==> src/rtl/aes_pkg.sv <==
// rtl/aes_pkg.sv - shared AES types, constants and cipher round functions
package aes_pkg;

  localparam int unsigned AES_ROUND = 10;
  localparam int unsigned KEY_WIDTH = 128;

  typedef enum logic [1:0] {
    CTRL_IDLE = 2'd0,
    CTRL_INIT = 2'd1,
    CTRL_SBOX = 2'd2,
    CTRL_MAIN = 2'd3
  } ctrl_state_e;

  typedef enum logic [2:0] {
    UPD_NO    = 3'd0,
    UPD_INIT  = 3'd1,
    UPD_SBOX  = 3'd2,
    UPD_MAIN  = 3'd3,
    UPD_FINAL = 3'd4
  } update_e;

  // Multiply by x in GF(2^8), reduction polynomial 0x11B.
  function automatic logic [7:0] xtime(input logic [7:0] b);
    return {b[6:0], 1'b0} ^ (b[7] ? 8'h1b : 8'h00);
  endfunction

  // One column through the {02,03,01,01} circulant matrix.
  function automatic logic [31:0] mixw(input logic [31:0] w);
    logic [7:0] b0, b1, b2, b3;
    logic [7:0] m0, m1, m2, m3;
    b0 = w[31:24];
    b1 = w[23:16];
    b2 = w[15:8];
    b3 = w[7:0];
    m0 = xtime(b0) ^ xtime(b1) ^ b1 ^ b2 ^ b3;
    m1 = b0 ^ xtime(b1) ^ xtime(b2) ^ b2 ^ b3;
    m2 = b0 ^ b1 ^ xtime(b2) ^ xtime(b3) ^ b3;
    m3 = xtime(b0) ^ b0 ^ b1 ^ b2 ^ xtime(b3);
    return {m0, m1, m2, m3};
  endfunction

  function automatic logic [127:0] mixcolumns(input logic [127:0] b);
    return {mixw(b[127:96]), mixw(b[95:64]), mixw(b[63:32]), mixw(b[31:0])};
  endfunction

  // Byte 4*col+row (MSB-first); row r rotates left by r columns.
  function automatic logic [127:0] shiftrows(input logic [127:0] b);
    logic [127:0] r;
    r = '0;
    for (int col = 0; col < 4; col++) begin
      for (int row = 0; row < 4; row++) begin
        r[127 - 8*(4*col + row) -: 8] = b[127 - 8*(4*((col + row) % 4) + row) -: 8];
      end
    end
    return r;
  endfunction

endpackage

==> src/rtl/aes_encipher_block_if.sv <==
// rtl/aes_encipher_block_if.sv - round-key / block / next-ready bundle of the encipher block
interface aes_encipher_block_if;
  import aes_pkg::*;

  logic                 next;
  logic [3:0]           round;
  logic [KEY_WIDTH-1:0] round_key;
  logic [127:0]         block;
  logic [127:0]         new_block;
  logic                 ready;

  modport master (
    output next, round_key, block,
    input  round, new_block, ready
  );

  modport slave (
    input  next, round_key, block,
    output round, new_block, ready
  );

endinterface

==> src/rtl/aes_sbox.sv <==
// rtl/aes_sbox.sv - 32-bit forward AES S-box, four parallel byte lookups
module aes_sbox (
  input  logic [31:0] sword,
  output logic [31:0] new_sword
);

  localparam logic [2047:0] SBOX_TABLE = {
    128'h637c777bf26b6fc53001672bfed7ab76,
    128'hca82c97dfa5947f0add4a2af9ca472c0,
    128'hb7fd9326363ff7cc34a5e5f171d83115,
    128'h04c723c31896059a071280e2eb27b275,
    128'h09832c1a1b6e5aa0523bd6b329e32f84,
    128'h53d100ed20fcb15b6acbbe394a4c58cf,
    128'hd0efaafb434d338545f9027f503c9fa8,
    128'h51a3408f929d38f5bcb6da2110fff3d2,
    128'hcd0c13ec5f974417c4a77e3d645d1973,
    128'h60814fdc222a908846eeb814de5e0bdb,
    128'he0323a0a4906245cc2d3ac629195e479,
    128'he7c8376d8dd54ea96c56f4ea657aae08,
    128'hba78252e1ca6b4c6e8dd741f4bbd8b8a,
    128'h703eb5664803f60e613557b986c11d9e,
    128'he1f8981169d98e949b1e87e9ce5528df,
    128'h8ca1890dbfe6426841992d0fb054bb16
  };

  function automatic logic [7:0] lookup(input logic [7:0] x);
    return SBOX_TABLE[2047 - 8*int'(x) -: 8];
  endfunction

  assign new_sword = {lookup(sword[31:24]), lookup(sword[23:16]),
                      lookup(sword[15:8]),  lookup(sword[7:0])};

endmodule

==> src/rtl/aes_encipher_block.sv <==
// rtl/aes_encipher_block.sv - iterative AES-128 encryption datapath, one S-box word per cycle
module aes_encipher_block #(
  parameter int unsigned NR        = aes_pkg::AES_ROUND,
  parameter int unsigned KEY_WIDTH = aes_pkg::KEY_WIDTH
) (
  input  logic                clk_i,
  input  logic                rst_i,
  aes_encipher_block_if.slave bus
);
  import aes_pkg::*;

  ctrl_state_e          state_q, state_d;
  update_e              upd;
  logic [31:0]          w0_q, w1_q, w2_q, w3_q;
  logic [1:0]           sword_q, sword_d;
  logic [3:0]           round_q, round_d;
  logic                 ready_q, ready_d;
  logic [127:0]         block_q, block_d;
  logic [31:0]          sbox_in, sbox_out;
  logic [KEY_WIDTH-1:0] round_key;

  assign round_key     = bus.round_key;
  assign block_q       = {w0_q, w1_q, w2_q, w3_q};
  assign bus.round     = round_q;
  assign bus.new_block = block_q;
  assign bus.ready     = ready_q;

  aes_sbox u_sbox (
    .sword     (sbox_in),
    .new_sword (sbox_out)
  );

  // Pick the word being substituted this cycle.
  always_comb begin
    sbox_in = w0_q;
    case (sword_q)
      2'd0:    sbox_in = w0_q;
      2'd1:    sbox_in = w1_q;
      2'd2:    sbox_in = w2_q;
      default: sbox_in = w3_q;
    endcase
  end

  // Control FSM: next state, counters, ready and the kind of block update.
  always_comb begin
    state_d = state_q;
    upd     = UPD_NO;
    round_d = round_q;
    sword_d = sword_q;
    ready_d = ready_q;
    case (state_q)
      CTRL_IDLE: begin
        if (bus.next) begin
          round_d = 4'd0;
          ready_d = 1'b0;
          state_d = CTRL_INIT;
        end
      end
      CTRL_INIT: begin
        upd     = UPD_INIT;
        round_d = 4'd1;
        sword_d = 2'd0;
        state_d = CTRL_SBOX;
      end
      CTRL_SBOX: begin
        upd     = UPD_SBOX;
        sword_d = sword_q + 2'd1;
        if (sword_q == 2'd3) begin
          state_d = CTRL_MAIN;
        end
      end
      CTRL_MAIN: begin
        sword_d = 2'd0;
        if (round_q < 4'(NR)) begin
          upd     = UPD_MAIN;
          round_d = round_q + 4'd1;
          state_d = CTRL_SBOX;
        end else begin
          upd     = UPD_FINAL;
          ready_d = 1'b1;
          state_d = CTRL_IDLE;
        end
      end
      default: state_d = CTRL_IDLE;
    endcase
  end

  // Block update selected by the FSM; only the addressed word changes in SBOX.
  always_comb begin
    block_d = block_q;
    case (upd)
      UPD_INIT:  block_d = bus.block ^ round_key;
      UPD_SBOX: begin
        case (sword_q)
          2'd0:    block_d[127:96] = sbox_out;
          2'd1:    block_d[95:64]  = sbox_out;
          2'd2:    block_d[63:32]  = sbox_out;
          default: block_d[31:0]   = sbox_out;
        endcase
      end
      UPD_MAIN:  block_d = mixcolumns(shiftrows(block_q)) ^ round_key;
      UPD_FINAL: block_d = shiftrows(block_q) ^ round_key;
      default:   block_d = block_q;
    endcase
  end

  // State, counter and block registers; reset discards any operation in flight.
  always_ff @(posedge clk_i) begin
    if (rst_i) begin
      state_q <= CTRL_IDLE;
      sword_q <= 2'd0;
      round_q <= 4'd0;
      ready_q <= 1'b1;
      w0_q    <= 32'd0;
      w1_q    <= 32'd0;
      w2_q    <= 32'd0;
      w3_q    <= 32'd0;
    end else begin
      state_q <= state_d;
      sword_q <= sword_d;
      round_q <= round_d;
      ready_q <= ready_d;
      w0_q    <= block_d[127:96];
      w1_q    <= block_d[95:64];
      w2_q    <= block_d[63:32];
      w3_q    <= block_d[31:0];
    end
  end

endmodule

==> src/flat_wrapper.sv <==
// flat-port wrapper written by rule: the top's interface ports become plain ports
module aes_encipher_block_flat import aes_pkg::*;
#(
  parameter int unsigned NR        = aes_pkg::AES_ROUND,
  parameter int unsigned KEY_WIDTH = aes_pkg::KEY_WIDTH
)
  (clk_i, rst_i, bus_next, bus_round_key, bus_block, bus_round, bus_new_block, bus_ready);
  aes_encipher_block_if bus_i ();
  input  logic clk_i;
  input  logic rst_i;
  input wire logic [$bits(bus_i.next)-1:0] bus_next;
  input wire logic [$bits(bus_i.round_key)-1:0] bus_round_key;
  input wire logic [$bits(bus_i.block)-1:0] bus_block;
  output wire logic [$bits(bus_i.round)-1:0] bus_round;
  output wire logic [$bits(bus_i.new_block)-1:0] bus_new_block;
  output wire logic [$bits(bus_i.ready)-1:0] bus_ready;
  assign bus_i.next = bus_next;
  assign bus_i.round_key = bus_round_key;
  assign bus_i.block = bus_block;
  assign bus_round = bus_i.round;
  assign bus_new_block = bus_i.new_block;
  assign bus_ready = bus_i.ready;
  aes_encipher_block #(.NR(NR), .KEY_WIDTH(KEY_WIDTH)) u_core (.clk_i(clk_i), .rst_i(rst_i), .bus(bus_i));
endmodule
==> config.mk <==
export PLATFORM = sky130hd
export DESIGN_NAME = aes_encipher_block_flat
export DESIGN_NICKNAME = d
export VERILOG_FILES = /design/src/rtl/aes_pkg.sv /design/src/rtl/aes_encipher_block_if.sv /design/src/rtl/aes_sbox.sv /design/src/rtl/aes_encipher_block.sv /design/src/flat_wrapper.sv
export SDC_FILE = /design/constraint.sdc
export NUM_CORES = 2
export LEC_CHECK = 0
export ABC_AREA = 1
export BUFFER_PORTS_ARGS = -buffer_cell sky130_fd_sc_hd__buf_4
export CAP_MARGIN = 15
export CORE_MARGIN = 2
export CORE_UTILIZATION = 43
export CTS_CLUSTER_SIZE = 20
export DETAILED_ROUTE_END_ITERATION = 8
export GPL_TIMING_DRIVEN = 1
export SKIP_CTS_REPAIR_TIMING = 1
export SYNTH_ARGS = -nofsm -noshare
export SYNTH_HDL_FRONTEND = slang
export SYNTH_SLANG_ARGS = --single-unit
==> constraint.sdc <==
create_clock -name clk_i -period 3.63 [get_ports clk_i]
set_clock_uncertainty 0.05 [all_clocks]
set_input_delay 0.726 -clock clk_i [delete_from_list [all_inputs] [get_ports clk_i]]
set_output_delay 0.726 -clock clk_i [all_outputs]
set_load 0.005 [all_outputs]
==> out/summary.txt <==
Vias: 40700
Core Region: 64300 um^2
initial antenna violation count: 6
DR pass1 iterations: 7
first-pass GRT wire length: 249000 um
largest net degree at the start of global routing: 108
CTS sink cnt: 137
Switching Fraction: 60.2%
Min-Delay Startpoint: u_core.bus.ready$_SDFFE_PP1P_
vias in the first global route: 36500
Max IR drop VDD: 0.000358 V
Slew HR: 32.8%
die width: 259 um
Starting DRT DRC Count: 7123
die footprint: 67000 um^2
RR Startpoint: u_core.sword_q[0]$_SDFFE_PP0P_
Post-Syn Instances: 5229
Area after DPL: 33100 um^2
Remaining DRCs: 0
DR WL/cell: 27.0 um
combinational fraction of design power: 80.3%
max_cap viols: 0
Global Route Usage Sum: 49.8%
routed wire length: 174000 um
Hold Crit Class: reg2reg
H-tree depth: 4
Setup Crit Path Kind: reg2reg
power share of the clock group: 9.0%
crit end category: register
routability cong.: 1.14
Critical Path Source Type: register
Tmin final: 3580 ps
Final Max Slew Viols: 0
sw power: 12.8 mW
Fill cells: 6976
DP Wirelength: 130000 um
post-route insts no fill: 6455
Routed Antenna Nets: 0
IO buf count: 391
r2r setup slk: 50 ps
via/cell ratio: 6.31
yosys warns: 0
Seq pwr share: 10.7%
Mapped Nets: 5529
commonest cells after routing, fill and taps aside: nand2_1, nand3_1, buf_4
synthesized area: 27900 um^2
CTS tree: yes
top_reg_cell synth: dfxtp_1
Root Buffer: clkbuf_16
GRT overflow: 0
Std-Cell Rows: 93
commonest non-fill, non-tap cell in the layout: nand2_1
area grow syn2layout: 21.6%
total CTS buffers: 17
Netlist cell types: 47
Setup crit start: u_core.sword_q[0]$_SDFFE_PP0P_
f_max: 279 MHz
Final nets: 5882
clock latency on the worst-skew pair: 500 ps
layout cells sized above 1: 16.3%
post-synthesis sequential area ratio: 9.82%
P_int: 8.45 mW
fin crit share: 98.6%
critical path arrival: 3900 ps
final hold vios: 0
IO Count: 392
Bufs on Longest Clock Path: 2
chip height: 259 um
synthesized area per cell: 5.34 um^2
Seq cells post-synth: 137
RSZ-0062 raised after global routing: true
required time of the critical path: 3950 ps
Async S/R FF share, synth: 0%
initial core utilization: 43.4%
fin area: 34000 um^2
Pleak: 17.3 nW
# setup viols final: 0
P per Cell Area: 625 nW/um^2
Post-synth EDFFs: 0
Hold WS: 445 ps
Slew @ Worst Pin: 1000 ps
worst-path maximum fanout: 11
status: complete, no violations
Worst-path clk slew: 80 ps
dpl cells: 6412
## kinds of logic after synthesis
logic type / synth area share (%)
compound gates: 13.6
xor+xnor: 12.5
fa+ha+maj: 1.84
buf+inv: 13.0
flops: 9.82
simple gates: 49.3
## worst max-delay path, stage by stage, from the launching register on
cell	delay [ps]
dfxtp_1	380
inv_1	100
ha_1	250
buf_12	160
nand2_1	90
nand2_1	110
nor2_2	180
nor2_4	50
buf_4	190
ha_1	220
inv_1	160
nand3_4	160
nand3_1	170
nand3_1	90
nand3_1	80
nand3_1	150
nand3_1	200
nand2_1	80
buf_4	150
nand2_1	200
buf_4	180
a21oi_1	60
## final timing paths
path                                    to  depth (start not counted)
max reg2reg   u_core.w2_q[15]$_SDFFE_PP0P_                         21
min          u_core.bus.ready$_SDFFE_PP1P_                          2
min reg2reg  u_core.bus.ready$_SDFFE_PP1P_                          2
max           u_core.w2_q[15]$_SDFFE_PP0P_                         21
## sequential cells by signal (all words and copies together) (netlist names)
signal and cells:
u_core.bus.ready 1, u_core.bus.round 4, u_core.state_q 2, u_core.sword_q 2, u_core.w0_q 32, u_core.w1_q 32
u_core.w2_q 32, u_core.w3_q 32
## Yosys cell counts, types with 5 or more instances
| cell | number | area share (%) |
|---|---|---|
| a21o_1 | 10 | 0.27 |
| a21oi_1 | 265 | 4.7 |
| and2_1 | 5 | 0.11 |
| buf_1 | 16 | 0.22 |
| buf_2 | 118 | 2.1 |
| buf_4 | 33 | 0.89 |
| buf_6 | 11 | 0.44 |
| clkbuf_1 | 218 | 2.9 |
| dfxtp_1 | 137 | 9.8 |
| ha_1 | 41 | 1.8 |
| inv_1 | 456 | 6.1 |
| inv_2 | 9 | 0.12 |
| nand2_1 | 1436 | 19 |
| nand2_2 | 33 | 0.74 |
| nand2b_1 | 7 | 0.16 |
| nand3_1 | 1396 | 25 |
| nand4_1 | 25 | 0.56 |
| nor2_1 | 173 | 2.3 |
| nor2_2 | 13 | 0.29 |
| nor2_4 | 6 | 0.24 |
| o2111ai_1 | 19 | 0.60 |
| o211ai_1 | 31 | 0.83 |
| o21ai_0 | 256 | 4.6 |
| o21ai_1 | 5 | 0.090 |
| o21bai_1 | 10 | 0.27 |
| o21bai_2 | 6 | 0.24 |
| o22ai_1 | 44 | 0.99 |
| o22ai_2 | 7 | 0.31 |
| or2_2 | 15 | 0.34 |
| xnor2_1 | 206 | 6.5 |
| xor2_1 | 192 | 6.0 |
## power by group through the flow
stage | clock, mW | combinational, mW | sequential (mW)
6_report | 1.91 | 17.1 | 2.27
4_1_cts | 1.89 | 16.1 | 2.21
3_5_place_dp | 0 | 16.1 | 2.24
5_1_grt | 1.95 | 18.1 | 2.25
3_3_place_gp | 0 | 16.1 | 2.25
2_1_floorplan | 0 | 10.3 | 2.02
## through the flow
step	power, mW	util, %	TNS (ps)	worst slack [ps]
CTS	20.2	52.5	0	62.1
global route	22.3	52.8	-15.3	-6.18
global placement	18.3	51.5	0	92.3
floorplan	12.3	-	0	786
detailed placement	18.3	51.5	0	72.7
finish	21.2	52.8	0	50.4
## per-layer routing
| layer | GRT usage (%) | up-vias | wire length, um |
|---|---|---|---|
| met5 | 0 | - | 11 |
| met4 | 35.9 | 2 | 15200 |
| met3 | 17.5 | 839 | 26800 |
| met2 | 71.9 | 3488 | 70700 |
| met1 | 61.1 | 18500 | 61600 |
| li1 | - | 17900 | - |
## cell type report
class | count | area, um^2 | area share (%)
Tap cell | 855 | 1070 | 3.15
Timing Repair Buffer | 730 | 5930 | 17.5
Sequential cell | 137 | 2740 | 8.08
Antenna cell | 5 | 12.5 | 0.0368
Clock inverter | 15 | 194 | 0.571
Inverter | 469 | 1770 | 5.22
Clock buffer | 17 | 425 | 1.25
Multi-Input combinational cell | 4227 | 21800 | 64.2
No activity file was read; power rests on OpenSTA's default activity.
